### config.mk
export PLATFORM = sky130hd
export DESIGN_NAME = cpu_6502_rmw_seq
export DESIGN_NICKNAME = d
export VERILOG_FILES = /design/src/rtl/cpu_6502_rmw_seq.sv
export SDC_FILE = /design/constraint.sdc
export NUM_CORES = 1
export LEC_CHECK = 0
export ABC_AREA = 1
export CORE_MARGIN = 1.5
export CORE_UTILIZATION = 42
export CTS_CLUSTER_DIAMETER = 120
export CTS_CLUSTER_SIZE = 14
export DETAILED_ROUTE_END_ITERATION = 8
export DONT_BUFFER_PORTS = 1
export GPL_TIMING_DRIVEN = 0
export PLACE_DENSITY = 0.64
export SYNTH_ARGS = -nofsm -noshare
export SYNTH_HDL_FRONTEND = slang
export SYNTH_SLANG_ARGS = --single-unit
### constraint.sdc
create_clock -name i_clk -period 3.4 [get_ports i_clk]
set_clock_uncertainty 0.15 [all_clocks]
set_input_delay 1.02 -clock i_clk [delete_from_list [all_inputs] [get_ports i_clk]]
set_output_delay 1.02 -clock i_clk [all_outputs]
set_load 0.05 [all_outputs]
### src/rtl/cpu_6502_rmw_seq.sv
// rtl/cpu_6502_rmw_seq.sv - 6502 read-modify-write memory instruction sequencer
// Fetches the operand, drives the shared ALU, writes back and reports C/Z/N updates.
module cpu_6502_rmw_seq #(
  parameter bit P_DUMMY_WRITE = 1'b1
) (
  input  logic        i_clk,
  input  logic        i_rstn,
  input  logic        i_start,
  input  logic [2:0]  i_op,
  input  logic [15:0] i_addr,
  input  logic        i_c,
  output logic        o_busy,
  output logic        o_done,
  output logic        o_bus_req,
  output logic        o_bus_we,
  output logic [15:0] o_bus_addr,
  output logic [7:0]  o_bus_wdata,
  input  logic        i_bus_ack,
  input  logic [7:0]  i_bus_rdata,
  output logic [3:0]  o_alu_func,
  output logic [7:0]  o_alu_left,
  output logic [7:0]  o_alu_right,
  output logic        o_alu_c,
  input  logic [7:0]  i_alu_q,
  input  logic        i_alu_c,
  input  logic        i_alu_z,
  input  logic        i_alu_n,
  output logic        o_flag_c_we,
  output logic        o_flag_nz_we,
  output logic        o_c,
  output logic        o_z,
  output logic        o_n
);

  typedef enum logic [2:0] {
    S_IDLE  = 3'd0,
    S_READ  = 3'd1,
    S_MOD   = 3'd2,
    S_WRITE = 3'd3,
    S_DONE  = 3'd4
  } state_t;

  state_t      state_q, state_d;
  logic [15:0] addr_q, addr_d;
  logic [2:0]  op_q, op_d;
  logic        c_q, c_d;
  logic [7:0]  data_q, data_d;
  logic [7:0]  res_q, res_d;
  logic        res_c_q, res_c_d;
  logic        res_z_q, res_z_d;
  logic        res_n_q, res_n_d;
  logic        accept;
  logic        mod_exit;

  assign accept   = i_start && (i_op <= 3'd5);
  // Without the dummy write, MOD is a single bus-idle cycle.
  assign mod_exit = !P_DUMMY_WRITE || i_bus_ack;

  always_ff @(posedge i_clk or negedge i_rstn) begin
    if (!i_rstn) begin
      state_q <= S_IDLE;
      addr_q  <= 16'h0000;
      op_q    <= 3'd0;
      c_q     <= 1'b0;
      data_q  <= 8'h00;
      res_q   <= 8'h00;
      res_c_q <= 1'b0;
      res_z_q <= 1'b0;
      res_n_q <= 1'b0;
    end else begin
      state_q <= state_d;
      addr_q  <= addr_d;
      op_q    <= op_d;
      c_q     <= c_d;
      data_q  <= data_d;
      res_q   <= res_d;
      res_c_q <= res_c_d;
      res_z_q <= res_z_d;
      res_n_q <= res_n_d;
    end
  end

  always_comb begin
    state_d = state_q;
    case (state_q)
      S_IDLE:  if (accept) state_d = S_READ;
      S_READ:  if (i_bus_ack) state_d = S_MOD;
      S_MOD:   if (mod_exit) state_d = S_WRITE;
      S_WRITE: if (i_bus_ack) state_d = S_DONE;
      S_DONE:  state_d = S_IDLE;
      default: state_d = S_IDLE;
    endcase
  end

  always_comb begin
    addr_d  = addr_q;
    op_d    = op_q;
    c_d     = c_q;
    data_d  = data_q;
    res_d   = res_q;
    res_c_d = res_c_q;
    res_z_d = res_z_q;
    res_n_d = res_n_q;
    if (state_q == S_IDLE && accept) begin
      addr_d = i_addr;
      op_d   = i_op;
      c_d    = i_c;
    end
    if (state_q == S_READ && i_bus_ack) begin
      data_d = i_bus_rdata;
    end
    if (state_q == S_MOD && mod_exit) begin
      res_d   = i_alu_q;
      res_c_d = i_alu_c;
      res_z_d = i_alu_z;
      res_n_d = i_alu_n;
    end
  end

  always_comb begin
    o_busy       = (state_q != S_IDLE);
    o_done       = 1'b0;
    o_bus_req    = 1'b0;
    o_bus_we     = 1'b0;
    o_bus_addr   = 16'h0000;
    o_bus_wdata  = 8'h00;
    o_alu_func   = 4'hF;
    o_alu_left   = 8'h00;
    o_alu_right  = 8'h00;
    o_alu_c      = 1'b0;
    o_flag_c_we  = 1'b0;
    o_flag_nz_we = 1'b0;
    o_c          = 1'b0;
    o_z          = 1'b0;
    o_n          = 1'b0;
    case (state_q)
      S_READ: begin
        o_bus_req  = 1'b1;
        o_bus_addr = addr_q;
      end
      S_MOD: begin
        o_bus_req   = P_DUMMY_WRITE;
        o_bus_we    = P_DUMMY_WRITE;
        o_bus_addr  = P_DUMMY_WRITE ? addr_q : 16'h0000;
        o_bus_wdata = P_DUMMY_WRITE ? data_q : 8'h00;
        o_alu_left  = data_q;
        o_alu_c     = c_q;
        case (op_q)
          3'd0:    o_alu_func = 4'h8;
          3'd1:    o_alu_func = 4'h9;
          3'd2:    o_alu_func = 4'hA;
          3'd3:    o_alu_func = 4'hB;
          3'd4:    o_alu_func = 4'h5;
          3'd5:    o_alu_func = 4'h7;
          default: o_alu_func = 4'hF;
        endcase
      end
      S_WRITE: begin
        o_bus_req   = 1'b1;
        o_bus_we    = 1'b1;
        o_bus_addr  = addr_q;
        o_bus_wdata = res_q;
      end
      S_DONE: begin
        o_done       = 1'b1;
        o_flag_nz_we = 1'b1;
        // Only the shifts and rotates touch carry; INC/DEC leave it alone.
        o_flag_c_we  = (op_q <= 3'd3);
        o_c          = res_c_q;
        o_z          = res_z_q;
        o_n          = res_n_q;
      end
      default: begin
      end
    endcase
  end

endmodule

==> metrics.txt <==
most common cell in the synthesized netlist nor2_1; maximum operating frequency 307 MHz; Placer Congestion 0.781; pre-CTS setup slack 48.2 ps; crit path kind reg -> out; vias per std cell 4.79; Area Growth Syn to Fin 13.6%; RSZ-0062 raised after global routing no; CTS tree built; R2R Setup Slk 1930 ps; Reg2Reg Depth 7; Vias 1702; Clock Latency Late Sink 300 ps; final net count 330; Crit Reg-Reg Startpoint state_q[0]$_DFFE_PN0P_; placed wire-length estimate 3.39 mm; leakage power 1.28 nW; Max Fanout on Critical Path 10; die width 73.6 um; crit path time final 3260 ps; Max VDD drop 0.623 mV; die area 0.00542 mm2; Critical R2R Capture res_q[0]$_DFFE_PN0P_; MaxCap Viol Count 0; Startpoint Class register; Core Rows 25; CP max-delay cell nor2_1; top cells by area, synth dfrtp_1, nor2_1, a21oi_1; fin area 0.00238 mm2; Die Y 73.6 um; crit-path cells nor2_2 > nand2_1 > buf_4 > buf_4 > nor2_1; CP peak stage delay 680 ps; initial antenna violation count 0; drt pass-1 iters 4; total track usage 17.9%; Post-synth EDFFs 0; type of the most critical hold path in -> async; clk buf depth 2; total congestion overflow 0; Finish-stage setup viols 0; htree depth 2; WL/cell 13.0 um; Synth area leader dfrtp_1; Synth top area share 50.2%; clk slew on worst S/H paths 80 ps; Post-DP Area 0.00224 mm2; ys async rst share 100%; sequential fraction of the synthesis area 50.2%; Tcrit/Tclk final 95.8%; Slew headroom 30.5%; Num CTS Buffers 5; Root Buffer clkbuf_8; setup_tns 0 ps; DR DRC count 0; crit path DAT 2090 ps; status complete, no violations; ratio of cells with drive above 1 in the final layout 19.1%; CP dominant cell by count buf_4; Slew Viols, Final 0; Avg Synthesized Cell Area 7.82 um2; initial DRC count 72; Post-CTS Setup Inserts 0; Mapped Cells 268; first-pass GRT wire length 7.22 mm; Req. time, crit path 2230 ps; number of synthesis warnings 0; critical path capture point type output pin; PortBufs 0; IO Pins 97; ANT nets after route 0; largest net degree at the start of global routing 43; vias in the first global route 1525; WL final 4.62 mm; Post-Syn Area 0.00209 mm2; CP endpoint o_alu_left[2]; Final Hold Viols 0; worst setup path start state_q[0]$_DFFE_PN0P_; core area 0.00475 mm2; n_diodes 0; PwrDens 1210 mW/mm2; Final WS setup 141 ps; post-synthesis register bit count 42; CTS sink count 42; Synth Flop Type dfrtp_1; starting density of the core 44.1%; Commonest cells post-synth nor2_1, dfrtp_1, inv_1; measured slew at the worst slew-check pin 1040 ps; Synth cell types 20
-- metal layers --
layer  up-vias  part of all wire, %  global-route usage (%)
li1        840                    -                       -
met1       786                   45                    24.0
met2        71                   45                    27.2
met3         5                  8.9                    6.17
met4         0                  1.2                    5.56
met5         -                    0                       0
-- power by group --
group | switching, W | internal (W)
clock network | 0.000166 | 0.000220
logic | 0.00137 | 0.000301
registers | 0.0000914 | 0.000723
total | 0.00162 | 0.00124
-- registers in the layout, summed over array words and instances (netlist names), 3 cells and up --
| register | count |
|---|---|
| addr_q | 16 |
| data_q | 8 |
| res_q | 8 |
| op_q | 3 |
| state_q | 3 |
-- logic make-up (layout without fill, tap and decap cells) --
| logic type | count (synthesis) | after routing | synth area share (%) |
|---|---|---|---|
| other | 1 | 8 | 0.179 |
| and+or+nand+nor | 121 | 121 | 24.6 |
| AOI/OAI and AO/OA | 42 | 42 | 10.6 |
| DFF | 42 | 42 | 50.2 |
| buffers and inverters | 62 | 75 | 14.4 |
-- how the worst min path moves through the flow --
stage                                        to  slack, ps  depth (start not counted)
after floorplan            res_q[0]$_DFFE_PN0P_        290                          2
after global placement     res_q[0]$_DFFE_PN0P_        310                          2
after detailed placement   res_q[2]$_DFFE_PN0P_        310                          2
after CTS                 data_q[7]$_DFFE_PN0P_        250                          0
after global routing       res_q[2]$_DFFE_PN0P_        240                          0
final                     data_q[6]$_DFFE_PN0P_        260                          0
-- layout by cell type (no fill, tap or decap), types with 5 or more instances in the layout --
cell / count
dfrtp_1: 42
nor2_2: 12
nand2_1: 36
clkbuf_8: 5
conb_1: 8
inv_1: 38
o21ai_0: 5
buf_4: 18
nand3_1: 12
a21oi_1: 29
nor2_1: 51
-- cell type report --
type | instances | area (um2)
fillers | 490 | 2380
plain buffers | 20 | 144
inverters | 42 | 158
flip-flops and latches | 42 | 1050
multi-input cells | 171 | 798
clock inverters | 1 | 30.0
well taps | 67 | 83.8
clock buffers | 7 | 76.3
repair buffers | 5 | 37.5
-- what timing repair did --
| item | in CTS | in global routing |
|---|---|---|
| hold buffers | 0 | 0 |
| gates resized for setup | 11 | 0 |
| endpoints found under the setup margin | 16 | 0 |
| endpoints found under the hold margin | 0 | 0 |
-- worst max-delay path: cells and delay by family (launching register included) --
family / cells / cell delay, ps
simple gates: 3 / 950
buf+inv: 2 / 370
flops: 1 / 470
-- through the flow --
step	std cells	utilization, %	total power, W	hold slack, ps
CTS	355	50.0	0.00289	251
detailed placement	347	47.2	0.00246	309
global route	355	50.0	0.00305	241
global placement	342	46.4	0.00240	306
finish	355	50.0	0.00287	265
floorplan	275	-	0.00225	292
No activity file was read; power rests on OpenSTA's default activity.
